File: config.mk
export PLATFORM = sky130hd
export DESIGN_NAME = faerie_addr_unit
export DESIGN_NICKNAME = d
export VERILOG_FILES = /design/src/rtl/faerie_addr_unit.sv
export SDC_FILE = /design/constraint.sdc
export NUM_CORES = 1
export LEC_CHECK = 0
export CAP_MARGIN = 5
export CORE_MARGIN = 4
export CORE_UTILIZATION = 24
export CTS_CLUSTER_SIZE = 28
export DETAILED_ROUTE_END_ITERATION = 6
export PLACE_DENSITY = 0.5
export SETUP_SLACK_MARGIN = 0.02
export SYNTH_ARGS = -nofsm -noshare
export SYNTH_HDL_FRONTEND = slang
export SYNTH_SLANG_ARGS = --single-unit
File: constraint.sdc
create_clock -name clk -period 2.3 [get_ports clk]
set_input_delay 0.46 -clock clk [delete_from_list [all_inputs] [get_ports clk]]
set_output_delay 0.46 -clock clk [all_outputs]
set_load 0.03 [all_outputs]
File: src/rtl/faerie_addr_unit.sv
// Faerie address unit: owns the program counter and the address register
// AR = {AH, AL}. It forms the memory address every cycle, captures address
// bytes from memory read data and applies PC increments and branches.
module faerie_addr_unit #(
  parameter bit          sync_read    = 1'b1,
  parameter logic [15:0] reset_vector = 16'h0000
) (
  input  logic        clk,
  input  logic        rst,
  input  logic [7:0]  rdata,
  input  logic        re,
  input  logic        we,
  input  logic        pc_addr,
  input  logic        zp_addr,
  input  logic        set_al,
  input  logic        set_ah,
  input  logic        inc_al,
  input  logic        branch,
  input  logic        branch_cond,
  output logic [15:0] addr,
  output logic [15:0] pc,
  output logic [15:0] ar
);

  logic [15:0] pc_q, pc_d;
  logic [7:0]  al_q, al_d;
  logic [7:0]  ah_q, ah_d;
  logic        pend_al_q, pend_al_d;
  logic        pend_ah_q, pend_ah_d;

  logic        cap_al, cap_ah;
  logic [7:0]  eff_al, eff_ah;

  // Decide which address byte is landing from rdata this cycle. With a
  // synchronous memory the byte requested last cycle arrives now.
  always_comb begin
    cap_al = set_al;
    cap_ah = set_ah;
    if (sync_read) begin
      cap_al = pend_al_q;
      cap_ah = pend_ah_q;
    end
  end

  // Effective AR bypasses a landing byte straight from rdata so the cycle
  // that consumes AR can be the same cycle its byte arrives.
  always_comb begin
    eff_al = cap_al ? rdata : al_q;
    eff_ah = cap_ah ? rdata : ah_q;
  end

  // Address mux: PC first, then zero page, then the full AR.
  always_comb begin
    if (pc_addr) begin
      addr = pc_q;
    end else if (zp_addr) begin
      addr = {8'h00, eff_al};
    end else begin
      addr = {eff_ah, eff_al};
    end
  end

  // Next-state for AR, PC and the in-flight capture flags.
  always_comb begin
    // AL wraps within its byte; no carry into AH keeps zero-page pointers in page 0.
    al_d      = eff_al + {7'd0, inc_al};
    ah_d      = eff_ah;
    pend_al_d = sync_read & set_al;
    pend_ah_d = sync_read & set_ah;
    pc_d      = pc_q;
    if (branch && branch_cond) begin
      pc_d = {eff_ah, eff_al};
    end else if (pc_addr && (re || we)) begin
      pc_d = pc_q + 16'd1;
    end
  end

  // State registers; reset discards any read data still in flight.
  always_ff @(posedge clk) begin
    if (rst) begin
      pc_q      <= reset_vector;
      al_q      <= 8'h00;
      ah_q      <= 8'h00;
      pend_al_q <= 1'b0;
      pend_ah_q <= 1'b0;
    end else begin
      pc_q      <= pc_d;
      al_q      <= al_d;
      ah_q      <= ah_d;
      pend_al_q <= pend_al_d;
      pend_ah_q <= pend_ah_d;
    end
  end

  assign pc = pc_q;
  assign ar = {eff_ah, eff_al};

endmodule

==> qor.yml <==
comb_power_share_pct: 27.5
fin_skew_ns: 0.00587
grt_max_degree: 35
start_util_pct: 25.1
required_ns: 1.84
grt_pass1_wl_mm: 9.56
io_buffers: 66
cts_root_buf: "clkbuf_8"
critPathLaunchType: "input port"
final_cells: 377
synth_top_family_by_area: "simple AND/OR/NAND/NOR gates"
path_clk_slew_ns: 0.07
vias: 1747
syn_to_final_growth_pct: 53.8
grt_usage_pct: 14.0
die_w_um: 95.5
htreeDepth: 2
hold_path_end: "pc[14]"
critPathSlowestCell: "clkdlybuf4s50_1"
dp_hpwl_mm: 4.70
r2r-end: "al_q[7]"
seq_area_um2: 682
ios: 67
final_nets: 299
ys_ff_latch: 34
antennaDiodeCount: 0
layout-drive-gt1-share_pct: 32.0
hold_path_depth: 2
worst_slack_ns: 0.0726
outcome: "finished, final reports clean"
holdCritStartpoint: "pc[14]"
gp_congestion: 0.796
hold_ws_ns: 0.620
worstMarginPinSlew_ns: 0.456
yosys-top-cells-area: "dfxtp_1 (37%), mux2_2 (14%), a211oi_1 (6.1%)"
yosysTopAreaCell: "dfxtp_1"
grt_pass1_vias: 1692
drc: 0
cp_common_cell: "mux2_2"
vias_per_cell: 4.63
synthXorXnorAreaFrac_pct: 7.62
ant_nets: 0
wl_mm: 6.23
slew_headroom_pct: 69.3
ys_async_sr_fraction_pct: 0
arrival_ns: 1.77
min_path_type: "flop to flop"
pwr-share-clk_pct: 37.0
irDropWorstVdd_mv: 0.213
rows: 31
ys.flop_type: "dfxtp_1"
sw_frac_of_total_pct: 30.0
max_cap_violations: 0
syn_nets: 216
drv_slew: 0
fin_crit_sh_pct: 96.8
fillers: 760
synth_compound_area_share_pct: 15.2
yosysTopAreaCellShare_pct: 37.0
cp_max_fo: 2
synth_edf_count: 0
ys_seq_area_share_pct: 37.0
die_area_mm2: 0.00912
coreArea_mm2: 0.00733
antenna_found_initial: 0
cp-end-kind: "output port"
syn_area_per_cell_um2: 9.47
grt_overflow: 0
synth.area.mux_share_pct: 14.6
pre_cts_slack_ns: -0.253
yosys.area_share.simple_pct: 20.4
numCtsBuffers: 5
die_y_um: 95.5
place_inst: 369
cts_sinks: 34
leakage_uw: 0.00113
fmax_mhz: 449
reg2reg_depth: 7
p_sw_uw: 566
slowest_delay_ns: 0.46
internal_power_uw: 1320
reg2reg_from: "cap_al"
insertion_delay_ns: 0.29
yosysWarnings: 0
synth_cells: 194
synth_common_cells: "dfxtp_1 (34), nor2_1 (24), mux2_2 (23)"
crit_chain: "clkdlybuf4s50_1 > mux2_2 > mux2_2 > clkdlybuf4s15_2"
synth_cell_types: 33
clock_path_buffers: 2
synth_most_common_cell: "dfxtp_1"
reg2reg_slack_ns: 0.32
drt_iter0_drc: 98
wl_per_cell_um: 16.5
rsz0062_at_grt: "false"
min_period_ns: 2.23
cts_tree: "built"
place_area_mm2: 0.00268
crit_type: "input port to output port"
hold_buffers: 0
powerDensity_mw_per_mm2: 666
syn_area_mm2: 0.00184
pwr-share-seq_pct: 35.5
multi_input_area_mm2: 0.00111
finalSetupViolations: 0
final_cell_area_mm2: 0.00283
dr.pass1.iters: 4
synth_fa_ha_area_share_pct: 2.04
final_hold_viol_count: 0
layout by cell type, fill, tap and decap left out, types with 2 or more instances in the layout:
cell type	netlist	layout
buf_4	1	44
clkdlybuf4s50_1	0	34
dfxtp_1	34	33
mux2_2	23	23
nor2_1	24	23
a211oi_1	15	15
nor2b_1	12	12
xnor2_1	12	12
a22o_1	8	8
nand2_1	7	7
nand4_1	7	7
nor3_1	6	6
clkbuf_8	0	6
nor4_1	5	5
inv_1	4	4
xor2_1	4	4
and4_1	3	3
a31oi_1	3	3
ha_1	3	3
clkdlybuf4s15_2	0	3
nand3_1	2	2
bufinv_16	0	2
clkbuf_2	0	2
buf_6	0	2
sequential cells by signal, indices dropped and copies added, names as in the netlist:
name	count
al_q	8
pc	16
ah_q	8
cap_al	1
cap_ah	1
critical path: cells and delay by family:
kind	cells	cell delay [ns]
buffers and inverters	2	0.74
multiplexers	2	0.56
metrics by stage:
step	TNS (ns)	power, µW	util [%]
floorplan	0	965	-
global placement	-2.99	1210	36.5
detailed placement	-2.91	1210	36.5
CTS	0	1900	38.6
global route	0	1960	38.6
finish	0	1880	38.6
cell type report:
class / instances / share of cell area (%)
multi-input cells: 146 / 39.2
repair buffers: 86 / 26.8
flip-flops and latches: 34 / 24.1
well taps: 99 / 4.38
clock buffers: 6 / 2.92
clock inverters: 2 / 2.12
inverters: 4 / 0.531
how the worst max path moves through the flow:
stage	startpoint	slack [ns]	endpoint
CTS	rdata[1]	0.02	addr[1]
finish	rdata[4]	0.07	addr[4]
detailed placement	rdata[6]	-0.25	addr[6]
floorplan	pc_addr	0.39	addr[7]
global route	pc_addr	0.04	addr[2]
global placement	rdata[6]	-0.25	addr[6]
kinds of logic (layout without fill, tap and decap cells):
kind of cell / after synthesis / count (layout)
AOI/OAI and AO/OA: 34 / 34
xor gates and xnor gates: 16 / 16
adders and majority gates: 3 / 3
buffers and inverters: 14 / 98
DFF: 34 / 34
muxes: 24 / 24
and+or+nand+nor: 69 / 69
power by group through the flow:
stage	Sequential [µW]	Clock, µW	Combinational, µW
floorplan	709	0	256
global placement	681	0	524
detailed placement	681	0	524
CTS	668	711	524
global route	674	735	555
finish	668	697	519
timing repair:
item / in CTS / in global routing
cloned: 0 / 0
endpoints found under the setup margin: 15 / 11
resized for setup: 15 / 5
setup buffers: 0 / 0
per-layer routing:
| layer | up-vias | GRT usage, % | wire (µm) |
|---|---|---|---|
| met5 | - | 0 | 0 |
| met4 | 0 | 4.27 | 53 |
| met3 | 5 | 3.55 | 381 |
| met2 | 50 | 20.8 | 2660 |
| met1 | 808 | 19.9 | 3140 |
| li1 | 884 | - | - |
No activity file was read; power rests on OpenSTA's default activity.
